File: src/rtl/maze_pkg.sv
// Shared definitions for the maze grid renderer.
//   - cell state codes and the RGB332 colour for each
//   - packet field bit positions and wall bit order {W,S,E,N}
//   - cell record layout and FSM state encoding
package maze_pkg;

  localparam int unsigned PKT_W    = 16;
  localparam int unsigned ST_W     = 4;
  localparam int unsigned WALLS_W  = 4;
  localparam int unsigned COLOUR_W = 8;

  // Packet field positions: [15:12] x, [11:8] y, [7:4] walls, [3:0] state
  localparam int unsigned PKT_X_MSB     = 15;
  localparam int unsigned PKT_X_LSB     = 12;
  localparam int unsigned PKT_Y_MSB     = 11;
  localparam int unsigned PKT_Y_LSB     = 8;
  localparam int unsigned PKT_WALLS_MSB = 7;
  localparam int unsigned PKT_WALLS_LSB = 4;
  localparam int unsigned PKT_ST_MSB    = 3;
  localparam int unsigned PKT_ST_LSB    = 0;

  // Bit positions inside the wall nibble {W,S,E,N}
  localparam int unsigned WALL_N = 0;
  localparam int unsigned WALL_E = 1;
  localparam int unsigned WALL_S = 2;
  localparam int unsigned WALL_W = 3;

  localparam logic [ST_W-1:0] ST_UNVISITED    = 4'd0;
  localparam logic [ST_W-1:0] ST_VISITED      = 4'd1;
  localparam logic [ST_W-1:0] ST_OBSTACLE     = 4'd2;
  localparam logic [ST_W-1:0] ST_TREASURE_7K  = 4'd3;
  localparam logic [ST_W-1:0] ST_TREASURE_12K = 4'd4;
  localparam logic [ST_W-1:0] ST_TREASURE_17K = 4'd5;
  localparam logic [ST_W-1:0] ST_CURRENT      = 4'd6;
  localparam logic [ST_W-1:0] ST_MAX_VALID    = 4'd6;

  localparam logic [COLOUR_W-1:0] COL_UNVISITED    = 8'hFF;
  localparam logic [COLOUR_W-1:0] COL_VISITED      = 8'hFC;
  localparam logic [COLOUR_W-1:0] COL_OBSTACLE     = 8'h3F;
  localparam logic [COLOUR_W-1:0] COL_TREASURE_7K  = 8'hE0;
  localparam logic [COLOUR_W-1:0] COL_TREASURE_12K = 8'h1C;
  localparam logic [COLOUR_W-1:0] COL_TREASURE_17K = 8'h03;
  localparam logic [COLOUR_W-1:0] COL_CURRENT      = 8'hEC;
  localparam logic [COLOUR_W-1:0] COL_WALL         = 8'h00;
  localparam logic [COLOUR_W-1:0] COL_BLACK        = 8'h00;
  localparam logic [COLOUR_W-1:0] COL_GRID         = 8'h92;

  typedef struct packed {
    logic [WALLS_W-1:0] walls;
    logic [ST_W-1:0]    state;
  } cell_rec_t;

  typedef enum logic {
    FSM_SWEEP = 1'b0,
    FSM_RUN   = 1'b1
  } fsm_state_t;

  // Fill colour for a state code; codes above ST_MAX_VALID are never stored
  function automatic logic [COLOUR_W-1:0] state_colour(input logic [ST_W-1:0] st);
    logic [COLOUR_W-1:0] c;
    case (st)
      ST_UNVISITED:    c = COL_UNVISITED;
      ST_VISITED:      c = COL_VISITED;
      ST_OBSTACLE:     c = COL_OBSTACLE;
      ST_TREASURE_7K:  c = COL_TREASURE_7K;
      ST_TREASURE_12K: c = COL_TREASURE_12K;
      ST_TREASURE_17K: c = COL_TREASURE_17K;
      ST_CURRENT:      c = COL_CURRENT;
      default:         c = COL_BLACK;
    endcase
    return c;
  endfunction

endpackage

File: src/rtl/maze_grid_renderer_if.sv
// Maze packet valid/ready channel.
//   PKT_DATA  : {x, y, walls {W,S,E,N}, state}
//   PKT_VALID : packet present (master -> slave)
//   PKT_READY : slave can accept this cycle (slave -> master)
interface maze_grid_renderer_if;
  import maze_pkg::*;

  logic [PKT_W-1:0] PKT_DATA;
  logic             PKT_VALID;
  logic             PKT_READY;

  modport master (output PKT_DATA, output PKT_VALID, input PKT_READY);
  modport slave  (input PKT_DATA, input PKT_VALID, output PKT_READY);

endinterface

File: src/rtl/maze_cell_colour.sv
// Combinational pixel colour for one cell lookup.
//   rec      : cell record {walls, state}
//   ox, oy   : pixel offset inside the cell
//   in_grid  : coordinate lies inside the grid
//   colour_c : RGB332 colour (walls over gridlines over fill; black off-grid)
// Optional macro MAZE_GRID_LINES_EN draws grey 1-pixel lines at ox==0 / oy==0.
module maze_cell_colour
  import maze_pkg::*;
#(
  parameter int unsigned CELL_LOG2 = 6,
  parameter int unsigned WALL_PX   = 4
) (
  input  cell_rec_t               rec,
  input  logic [CELL_LOG2-1:0]    ox,
  input  logic [CELL_LOG2-1:0]    oy,
  input  logic                    in_grid,
  output logic [COLOUR_W-1:0]     colour_c
);

  localparam logic [CELL_LOG2-1:0] WALL_LO = CELL_LOG2'(WALL_PX);
  localparam logic [CELL_LOG2-1:0] WALL_HI = CELL_LOG2'((2 ** CELL_LOG2) - WALL_PX);

  logic on_wall;

  always_comb begin
    on_wall = (rec.walls[WALL_N] && (oy <  WALL_LO)) ||
              (rec.walls[WALL_S] && (oy >= WALL_HI)) ||
              (rec.walls[WALL_W] && (ox <  WALL_LO)) ||
              (rec.walls[WALL_E] && (ox >= WALL_HI));
  end

  always_comb begin
    colour_c = COL_BLACK;
    if (!in_grid)
      colour_c = COL_BLACK;
    else if (on_wall)
      colour_c = COL_WALL;
`ifdef MAZE_GRID_LINES_EN
    else if ((ox == '0) || (oy == '0))
      colour_c = COL_GRID;
`endif
    else
      colour_c = state_colour(rec.state);
  end

endmodule

File: src/rtl/maze_grid_renderer.sv
// Maze display engine: holds a ROWS x COLS grid of {walls, state} records,
// updated from maze packets, and renders an RGB332 colour per VGA pixel.
//   CLOCK, RESET_N : pixel clock, async active-low reset
//   CLEAR          : re-sweep the grid to empty
//   pkt            : packet channel (slave modport)
//   PIXEL_X/Y      : coordinate from the VGA driver
//   PIXEL_COLOR    : colour for the coordinate presented 2 cycles earlier
//   ERR_COUNT      : saturating count of dropped packets
//   BUSY           : clear sweep in progress
// Optional macro MAZE_GRID_LINES_EN enables 1-pixel grey cell gridlines.
module maze_grid_renderer
  import maze_pkg::*;
#(
  parameter int unsigned COLS      = 4,
  parameter int unsigned ROWS      = 5,
  parameter int unsigned CELL_LOG2 = 6,
  parameter int unsigned WALL_PX   = 4,
  parameter int unsigned COORD_W   = 10
) (
  input  logic                 CLOCK,
  input  logic                 RESET_N,
  input  logic                 CLEAR,
  maze_grid_renderer_if.slave  pkt,
  input  logic [COORD_W-1:0]   PIXEL_X,
  input  logic [COORD_W-1:0]   PIXEL_Y,
  output logic [COLOUR_W-1:0]  PIXEL_COLOR,
  output logic [7:0]           ERR_COUNT,
  output logic                 BUSY
);

  localparam int unsigned CELLS = COLS * ROWS;
  localparam int unsigned IDX_W = (CELLS > 1) ? $clog2(CELLS) : 1;
  localparam int unsigned CC_W  = COORD_W - CELL_LOG2;
  localparam logic [IDX_W-1:0] LAST_IDX = IDX_W'(CELLS - 1);

  // ---------------- control FSM ----------------
  fsm_state_t       state_q, state_d;
  logic [IDX_W-1:0] sweep_q, sweep_d;
  logic             ready_q, ready_d;
  logic             busy_d;

  always_ff @(posedge CLOCK or negedge RESET_N) begin
    if (!RESET_N) begin
      state_q <= FSM_SWEEP;
      sweep_q <= '0;
      ready_q <= 1'b0;
      BUSY    <= 1'b1;
    end else begin
      state_q <= state_d;
      sweep_q <= sweep_d;
      ready_q <= ready_d;
      BUSY    <= busy_d;
    end
  end

  // Ready/busy are registered from the next state so they track state_q exactly
  always_comb begin
    state_d = state_q;
    sweep_d = sweep_q;
    ready_d = 1'b0;
    busy_d  = 1'b1;
    case (state_q)
      FSM_SWEEP: begin
        if (CLEAR) begin
          sweep_d = '0;
        end else if (sweep_q == LAST_IDX) begin
          state_d = FSM_RUN;
          sweep_d = '0;
          ready_d = 1'b1;
          busy_d  = 1'b0;
        end else begin
          sweep_d = sweep_q + IDX_W'(1);
        end
      end
      FSM_RUN: begin
        if (CLEAR) begin
          state_d = FSM_SWEEP;
          sweep_d = '0;
        end else begin
          ready_d = 1'b1;
          busy_d  = 1'b0;
        end
      end
      default: begin
        state_d = FSM_SWEEP;
        sweep_d = '0;
      end
    endcase
  end

  assign pkt.PKT_READY = ready_q;

  // ---------------- packet decode ----------------
  logic [3:0]       pkt_x, pkt_y;
  logic [3:0]       pkt_walls, pkt_state;
  logic             pkt_fire, pkt_bad;
  logic [IDX_W-1:0] pkt_idx;

  assign pkt_x     = pkt.PKT_DATA[PKT_X_MSB:PKT_X_LSB];
  assign pkt_y     = pkt.PKT_DATA[PKT_Y_MSB:PKT_Y_LSB];
  assign pkt_walls = pkt.PKT_DATA[PKT_WALLS_MSB:PKT_WALLS_LSB];
  assign pkt_state = pkt.PKT_DATA[PKT_ST_MSB:PKT_ST_LSB];

  // A CLEAR in the same cycle wins over the handshake
  assign pkt_fire = pkt.PKT_VALID && ready_q && !CLEAR;
  assign pkt_bad  = (32'(pkt_x) >= COLS) || (32'(pkt_y) >= ROWS) ||
                    (pkt_state > ST_MAX_VALID);
  assign pkt_idx  = IDX_W'(32'(pkt_y) * COLS + 32'(pkt_x));

  always_ff @(posedge CLOCK or negedge RESET_N) begin
    if (!RESET_N)
      ERR_COUNT <= 8'd0;
    else if (pkt_fire && pkt_bad && (ERR_COUNT != 8'hFF))
      ERR_COUNT <= ERR_COUNT + 8'd1;
  end

  // ---------------- grid storage (no reset, RAM-style) ----------------
  cell_rec_t        grid [CELLS];
  logic             wr_en;
  logic [IDX_W-1:0] wr_idx;
  cell_rec_t        wr_rec;

  always_comb begin
    wr_en  = 1'b0;
    wr_idx = sweep_q;
    wr_rec = '0;
    if (state_q == FSM_SWEEP) begin
      wr_en = 1'b1;
    end else if (pkt_fire && !pkt_bad) begin
      wr_en  = 1'b1;
      wr_idx = pkt_idx;
      wr_rec = '{walls: pkt_walls, state: pkt_state};
    end
  end

  always_ff @(posedge CLOCK) begin
    if (wr_en)
      grid[wr_idx] <= wr_rec;
  end

  // ---------------- pixel pipeline S1: split coordinate ----------------
  logic [CC_W-1:0]      cx, cy;
  logic [CC_W-1:0]      cx_q, cy_q;
  logic [CELL_LOG2-1:0] ox_q, oy_q;
  logic                 in_grid_q;

  assign cx = PIXEL_X[COORD_W-1:CELL_LOG2];
  assign cy = PIXEL_Y[COORD_W-1:CELL_LOG2];

  always_ff @(posedge CLOCK or negedge RESET_N) begin
    if (!RESET_N) begin
      cx_q      <= '0;
      cy_q      <= '0;
      ox_q      <= '0;
      oy_q      <= '0;
      in_grid_q <= 1'b0;
    end else begin
      cx_q      <= cx;
      cy_q      <= cy;
      ox_q      <= PIXEL_X[CELL_LOG2-1:0];
      oy_q      <= PIXEL_Y[CELL_LOG2-1:0];
      in_grid_q <= (32'(cx) < COLS) && (32'(cy) < ROWS);
    end
  end

  // ---------------- pixel pipeline S2: lookup and colour ----------------
  logic [IDX_W-1:0]    rd_idx;
  cell_rec_t           rd_rec;
  logic [COLOUR_W-1:0] colour_c;

  // Off-grid lookups are steered to index 0; their colour is forced black anyway
  assign rd_idx = in_grid_q ? IDX_W'(32'(cy_q) * COLS + 32'(cx_q)) : '0;
  assign rd_rec = grid[rd_idx];

  maze_cell_colour #(
    .CELL_LOG2 (CELL_LOG2),
    .WALL_PX   (WALL_PX)
  ) u_cell_colour (
    .rec      (rd_rec),
    .ox       (ox_q),
    .oy       (oy_q),
    .in_grid  (in_grid_q),
    .colour_c (colour_c)
  );

  always_ff @(posedge CLOCK or negedge RESET_N) begin
    if (!RESET_N)
      PIXEL_COLOR <= COL_BLACK;
    else if (state_q == FSM_SWEEP)
      PIXEL_COLOR <= COL_BLACK;
    else
      PIXEL_COLOR <= colour_c;
  end

endmodule

File: src/flat_wrapper.sv
// flat-port wrapper written by rule: the top's interface ports become plain ports
module maze_grid_renderer_flat import maze_pkg::*;
#(
  parameter int unsigned COLS      = 4,
  parameter int unsigned ROWS      = 5,
  parameter int unsigned CELL_LOG2 = 6,
  parameter int unsigned WALL_PX   = 4,
  parameter int unsigned COORD_W   = 10
)
  (CLOCK, RESET_N, CLEAR, PIXEL_X, PIXEL_Y, PIXEL_COLOR, ERR_COUNT, BUSY, pkt_PKT_DATA, pkt_PKT_VALID, pkt_PKT_READY);
  maze_grid_renderer_if pkt_i ();
  input  logic CLOCK;
  input  logic RESET_N;
  input  logic CLEAR;
  input  logic [COORD_W-1:0] PIXEL_X;
  input  logic [COORD_W-1:0] PIXEL_Y;
  output logic [COLOUR_W-1:0] PIXEL_COLOR;
  output logic [7:0] ERR_COUNT;
  output logic BUSY;
  input wire logic [$bits(pkt_i.PKT_DATA)-1:0] pkt_PKT_DATA;
  input wire logic [$bits(pkt_i.PKT_VALID)-1:0] pkt_PKT_VALID;
  output wire logic [$bits(pkt_i.PKT_READY)-1:0] pkt_PKT_READY;
  assign pkt_i.PKT_DATA = pkt_PKT_DATA;
  assign pkt_i.PKT_VALID = pkt_PKT_VALID;
  assign pkt_PKT_READY = pkt_i.PKT_READY;
  maze_grid_renderer #(.COLS(COLS), .ROWS(ROWS), .CELL_LOG2(CELL_LOG2), .WALL_PX(WALL_PX), .COORD_W(COORD_W)) u_core (.CLOCK(CLOCK), .RESET_N(RESET_N), .CLEAR(CLEAR), .pkt(pkt_i), .PIXEL_X(PIXEL_X), .PIXEL_Y(PIXEL_Y), .PIXEL_COLOR(PIXEL_COLOR), .ERR_COUNT(ERR_COUNT), .BUSY(BUSY));
endmodule
File: config.mk
export PLATFORM = sky130hd
export DESIGN_NAME = maze_grid_renderer_flat
export DESIGN_NICKNAME = d
export VERILOG_FILES = /design/src/rtl/maze_pkg.sv /design/src/rtl/maze_grid_renderer_if.sv /design/src/rtl/maze_cell_colour.sv /design/src/rtl/maze_grid_renderer.sv /design/src/flat_wrapper.sv
export SDC_FILE = /design/constraint.sdc
export NUM_CORES = 1
export LEC_CHECK = 0
export BUFFER_PORTS_ARGS = -buffer_cell sky130_fd_sc_hd__buf_4
export CAP_MARGIN = 20
export CELL_PAD_IN_SITES_DETAIL_PLACEMENT = 0
export CELL_PAD_IN_SITES_GLOBAL_PLACEMENT = 1
export CORE_MARGIN = 5
export CORE_UTILIZATION = 45
export CTS_CLUSTER_SIZE = 28
export DETAILED_ROUTE_END_ITERATION = 7
export GPL_ROUTABILITY_DRIVEN = 0
export GPL_TIMING_DRIVEN = 1
export PLACE_DENSITY_LB_ADDON = 0.1
export SYNTH_ARGS = -nofsm -noshare
export SYNTH_HDL_FRONTEND = slang
export SYNTH_SLANG_ARGS = --single-unit
File: constraint.sdc
create_clock -name CLOCK -period 4 [get_ports CLOCK]
set_input_delay 0.2 -clock CLOCK [delete_from_list [all_inputs] [get_ports CLOCK]]
set_output_delay 0.2 -clock CLOCK [all_outputs]
set_load 0.01 [all_outputs]
# Yosys cells after proc, flatten, opt, wreduce, memory -nomap -nowiden
# Memories as Yosys holds them, arrays and structs flattened.
# Cells that the tools add are included.
[op_classes] n_addsub=4 mul=0 div_mod_pow=0 magnitude_cmp=9 n_eq_ne=9 shift=0 mux=25 bitwise=1 n_reduce_logical=18
[op_table] op="$pmux 8 s7" count=1
[op_table] op="$mux 8" count=5
[op_table] op="$mux 5" count=6
[op_table] op="$eq 4x3->1 const B" count=3
[op_table] op="$ge 6x6->1 const B" count=2
[op_table] op="$lt 6x3->1 const B" count=2
[op_table] op="$add 5x4->5" count=2
[op_table] op="$logic_and 1x1->1" count=10
[op_table] op="$mux 1" count=10
[op_table] op="$pmux 5 s2" count=1
[op_table] op="$add 8x1->8 const B" count=1
[op_table] op="$eq 4x2->1 const B" count=2
[op_table] op="$ge 4x3->1 const B" count=2
[op_table] op="$lt 4x3->1 const B" count=2
[op_table] op="$ne 8x8->1 const B" count=1
[op_table] op="$add 5x1->5 const B" count=1
[op_table] op="$eq 5x5->1 const B" count=1
[op_table] op="$logic_or 1x1->1" count=5
[op_table] op="$eq 4x1->1 const B" count=1
[op_table] op="$gt 4x3->1 const B" count=1
[op_table] op="$logic_not 4->1" count=1
[op_table] op="$pmux 1 s2" count=2
[op_table] op="$logic_not 1->1" count=2
[op_table] op="$ne 2x2->1 const B" count=1
[op_table] op="$not 1->1" count=1
[word_totals] ff_bits=43 latchBits=0 ramBits=160 mem_bits_ro=0 in_bits=40 out_inout_bits=18 word_cells=77 memories=1
[memory_table] memory="u_core.grid" words=20 word_bits=8 read_ports=1 rd_ports_with_merged_regs=0 write_ports=1 line="maze_grid_renderer.sv:118" rtl="cell_rec_t grid [CELLS];"

# Longest topological paths before layout
# An unclocked memory read counts as a cell.
[depth] ltp_word=10 mapped_depth=11 mapped_depth_nobuf=10

# By module
# Synthesis repeated with hierarchy kept, for this count alone.
[unflattened] hier_cells=552 area_unflattened_um2=8431.8
[modules_own_cells] mod="maze_grid_renderer" instances=1 cells_per_inst=522 area_each_um2=8242.9 seq_area_each_um2=5881.9
[modules_own_cells] mod="maze_cell_colour" instances=1 cells_per_inst=30 area_each_um2=188.9 seq_area_each_um2=0.0

# Worst setup path after synthesis
# OpenSTA, ideal clock, no wires.
[synth_path] path_kind="reg2reg" from="register u_core.cy_q[0]" to="register u_core.PIXEL_COLOR[6]" setup_time_ns=0.120 t_arrival_ns=2.443 required_ns=3.880 path_slack_ns=1.437 path_stages_with_launch=12 n_path_buf=1 period_less_slack_ns=2.563 path_cell_list="dfrtp_1 > ha_1 > inv_1 > fa_1 > nand2b_1 > buf_2 > nor3_2 > o32ai_1 > a2111oi_2 > nor3_2 > xnor2_1 > nor2_1"
[synth_via] elab_chain_len=10 word_cells_on_any_way=21 cone_classes="add/sub: 1; eq/ne: 6; mux: 5; reduce/logical: 8; memory: 1"
[synth_lines] element="from (decl)" line="maze_grid_renderer.sv:143" rtl="logic [CC_W-1:0] cx_q, cy_q;"
[synth_lines] element="from (signal assigned)" line="maze_grid_renderer.sv:159" rtl="cy_q <= cy;"
[synth_lines] element="$add 5x4->5 (*)" line="maze_grid_renderer.sv:172" rtl="assign rd_idx = in_grid_q ? IDX_W'(32'(cy_q) * COLS + 32'(cx_q)) : '0;"
[synth_lines] element="$mux 5 (*)" line="maze_grid_renderer.sv:172"
[synth_lines] element="$mem_v2 20x8 (*)"
[synth_lines] element="parallel branches: the longest is 4 deep, another holds $pmux 8 s7"
[synth_lines] element="$mux 8 (*)" line="maze_cell_colour.sv:36" rtl="else if (on_wall)"
[synth_lines] element="$mux 8 (*)" line="maze_cell_colour.sv:34" rtl="if (!in_grid)"
[synth_lines] element="$mux 8 (*)" line="maze_grid_renderer.sv:189" rtl="else if (state_q == FSM_SWEEP)"
[synth_lines] element="to (signal assigned)" line="maze_grid_renderer.sv:192" rtl="PIXEL_COLOR <= colour_c;"
[synth_lines] element="to (decl)" line="maze_grid_renderer.sv:26" rtl="output logic [COLOUR_W-1:0] PIXEL_COLOR,"
# Mark *: on every way between the ends.
# A chain may end at the register's enable or synchronous reset.

# Worst setup path after layout
# Ends and elaborated chain as after synthesis.

==> out/summary.md <==
For this configuration, the core starts out at a cell density of 45.6%. The clock period minus worst slack was 3150 ps. Setup repair after global routing left no endpoint under its margin. Of the synthesized area, sequential elements account for 69.7%. Measured against its own limit, the worst slew margin works out to 35.5%. The area added between synthesis and finish came out at 17.2%.

The synthesized netlist occupies a cell area of 0.00819 mm^2. On the final layout, the worst hold slack is 276 ps. In the synthesized netlist the async set-or-reset flop fraction comes to 18.4%. The logs give 30.3 mm for the global-route wire length before repair and 0 ps for the final sum of negative setup slack. The die is 145 um tall. The complex-gate fraction of the synthesized area works out to 8.59%. Summed over all layers, the routed wires come to 19.7 mm. For this run, the number of Yosys warnings is 0.

The run gives 2 as the buffer depth of the longest clock path. The number of vias per cell after detailed routing is 5.57, and the peak supply drop is 0.283 mV. Dividing total power by cell area gives a power density of 430 mW/mm^2. Final period utilization: 78.7%. Of the post-synthesis cell area, the part taken by muxes is 6.62%. The via count of the first global-routing pass is 5049, and the number of instances in the synthesized netlist is 556. Global routing consumed, on the met1 layer, 26.8% of the routing resources. STA puts the critical path data arrival time at 3460 ps.

After the first detailed-routing iteration, the DRC count stood at 459. After synthesis, the mean cell area works out to 14.7 um^2. The startpoint-to-endpoint class of the critical path was reg -> reg.

Global routing used 30.3% of the available met2 tracks. After detailed routing, the average wire length per cell comes to 22.1 um. The number of buffers added on ports works out to 53. The class of the tightest hold or removal check is in -> async. The synthesized netlist devotes 10.3% of its cell area to simple gates. The boundary pin count was 58; the largest net degree at the start of global routing was 37.

Number of different library cells in the post-synthesis netlist: 64. Among all flip-flop cells after synthesis, the most frequent one is sky130_fd_sc_hd__edfxtp_1. The combinational family with the most area after synthesis is simple AND/OR/NAND/NOR gates. The repair_antennas step left the layout with diodes totalling 0.

The width of the die came out at 145 um. The number of placement rows was 49. Global routing consumed, over all layers together, 18.9% of the routing resources. Of the total synthesized cell area, the portion taken by full adders, half adders and majority gates is 1.10%.

The tools report the sort of element at the end of the critical path as a flop. Number of register bits inferred by synthesis: 196. The slew at the pin closest to its max-slew limit was 964 ps; the number of filler cells placed in the layout was 1499. The final-report hold violation count is 0. TritonCTS built the clock tree. The synthesized design contains 160 enable-type register cells. Final HPWL from detailed placement: 12.9 mm. Area inside the core boundary: 0.0180 mm^2. Of all nets on the critical path, the largest fanout is 14. In the final design database the tool counted 693 nets. The max-cap violation count came out at 0. The number of nets with antenna violations after routing came out at 0.

The clock reaches the later pin of the worst-skew pair after 420 ps. Cells with a size suffix above 1 make up 18.6% of the layout. The die outline area is 0.0210 mm^2, and the post-cts resize count is 0.

Met3 demand-to-capacity share in global routing: 4.65%. In this run, CTS created clock tree buffers numbering 17. The initial antenna violation count is 0. For this design the static power due to leakage is 3.69 nW. The run gives 0 as the final global-route overflow total. The final max-slew violation count was 0; the total via count in the routed design was 4953. The run gives 196 as the number of clock sinks seen by CTS. The flow ran to the end, and the final reports show no timing, DRC or antenna violations. The clock slew at the register clock pins of the worst setup and hold paths was 70 ps; the fraction of synthesized cell area in xor and xnor cells was 1.18%.

The worst-case clock skew is 11.6 ps. met2 is the most crowded layer. The number of setup violations in the final report came out at 0. For this run, the detailed router's first-pass iteration total came to 5.

CTS placed an instance of sky130_fd_sc_hd__clkbuf_16 at the clock tree root. The critical path startpoint category is a flop. The H-tree generated during clock tree synthesis spans 4 levels. STA puts the critical path data required time at 4310 ps. Timing would allow up to 318 MHz. The run gives 0 as the final routed DRC violation total.
cells by family after synthesis:
kind of cell	count (synthesis)
AOI/OAI and AO/OA	98
xor gates and xnor gates	11
adders and majority gates	6
buffers and inverters	37
DFF	196
muxes	44
other	1
and+or+nand+nor	163
Yosys cell counts, types with 8 or more instances:
cell / instances / share of area [%]
sky130_fd_sc_hd__and2_1: 16 / 1.2
sky130_fd_sc_hd__nand2b_1: 8 / 0.61
sky130_fd_sc_hd__mux2i_1: 26 / 3.2
sky130_fd_sc_hd__a211oi_1: 17 / 1.6
sky130_fd_sc_hd__a31oi_1: 11 / 0.84
sky130_fd_sc_hd__buf_2: 15 / 0.92
sky130_fd_sc_hd__nor2_1: 44 / 2.0
sky130_fd_sc_hd__nor3_1: 8 / 0.49
sky130_fd_sc_hd__a21oi_1: 14 / 0.86
sky130_fd_sc_hd__nand2_1: 37 / 1.7
sky130_fd_sc_hd__dfrtp_1: 35 / 11
sky130_fd_sc_hd__edfxtp_1: 160 / 59
sky130_fd_sc_hd__o21ai_0: 13 / 0.79
sky130_fd_sc_hd__nand3_1: 9 / 0.55
final timing paths:
kind	start	endpoint	slack (ps)	cells past startpoint
hold reg to reg	u_core.ERR_COUNT[7]	u_core.ERR_COUNT[7]	510	1
setup reg to reg	u_core.cy_q[0]	u_core.PIXEL_COLOR[6]	850	10
hold / removal	RESET_N	u_core.cx_q[3]	280	2
max in group asynchronous	RESET_N	u_core.BUSY	3350	2
setup / recovery	u_core.cy_q[0]	u_core.PIXEL_COLOR[6]	850	10
min in group CLOCK	pkt_PKT_VALID	u_core.ERR_COUNT[0]	300	4
state kept, by name (all words and copies together) (netlist names):
signal	count
u_core.BUSY	1
u_core.ERR_COUNT	8
u_core.PIXEL_COLOR	5
u_core.cx_q	4
u_core.cy_q	3
u_core.grid	160
u_core.in_grid_q	1
u_core.ox_q	4
u_core.oy_q	4
u_core.state_q	1
u_core.sweep_q	5
power breakdown:
| part | internal (W) | switching (W) |
|---|---|---|
| combinational | 0.000109 | 0.000152 |
| clock | 0.000863 | 0.000756 |
| sequential | 0.00223 | 0.0000198 |
metrics by stage:
step                      worst slack (ps)  cell area [um^2]  std cells  util, %  power [W]
final                                  854              9590        889     53.4    0.00413
after global routing                   614              9590        889     53.4    0.00426
after floorplan                       1440              8260        575        -    0.00244
after global placement                 895              8860        839     49.3    0.00253
after detailed placement               850              8860        839     49.3    0.00254
after CTS                              833              9590        889     53.4    0.00415
worst max-delay path, cell delays in order, from the launching register on:
cell and delay [ps]:
sky130_fd_sc_hd__dfrtp_1 370, sky130_fd_sc_hd__ha_1 190, sky130_fd_sc_hd__inv_1 70, sky130_fd_sc_hd__fa_1 470
sky130_fd_sc_hd__and2b_1 600, sky130_fd_sc_hd__mux4_2 310, sky130_fd_sc_hd__o32ai_1 110, sky130_fd_sc_hd__a2111oi_2 550
sky130_fd_sc_hd__nor3_2 120, sky130_fd_sc_hd__xnor2_1 150, sky130_fd_sc_hd__nor2_1 60
per-layer routing:
metal	part of all wire [%]	routed length, um
met1	44	8630
met2	48	9530
met3	6.9	1360
met4	0.72	141
met5	0	0
placed cells by master, fill, tap and decap left out, types with 7 or more instances in the layout:
cell type and n:
sky130_fd_sc_hd__a221oi_1 7, sky130_fd_sc_hd__nand4_1 7, sky130_fd_sc_hd__a21oi_1 14, sky130_fd_sc_hd__mux2_2 7, sky130_fd_sc_hd__buf_4 65, sky130_fd_sc_hd__conb_1 20
sky130_fd_sc_hd__mux4_2 7, sky130_fd_sc_hd__and2_1 16, sky130_fd_sc_hd__xnor2_1 7, sky130_fd_sc_hd__clkbuf_16 17, sky130_fd_sc_hd__dlygate4sd3_1 18, sky130_fd_sc_hd__mux2i_1 26
sky130_fd_sc_hd__nand2_1 37, sky130_fd_sc_hd__a31oi_1 11, sky130_fd_sc_hd__nor2_1 44, sky130_fd_sc_hd__dfrtp_1 34, sky130_fd_sc_hd__a211oi_1 17, sky130_fd_sc_hd__o21ai_0 13
sky130_fd_sc_hd__nand3_1 9, sky130_fd_sc_hd__nor3_1 8, sky130_fd_sc_hd__edfxtp_1 160, sky130_fd_sc_hd__nand2b_1 8
final cells by class:
type / instances / area (um^2) / share of cell area (%)
multi-input cells: 342 / 2350 / 24.5
clock inverters: 15 / 129 / 1.34
clock buffers: 17 / 425 / 4.43
flip-flops and latches: 196 / 5710 / 59.5
well taps: 229 / 287 / 2.99
inverters: 7 / 26.3 / 0.274
repair buffers: 83 / 668 / 6.96
what timing repair did:
action	CTS	global route
endpoints found under the hold margin	57	0
hold buffers	18	0
setup buffers	0	0
(Power assumes the default switching activity.)
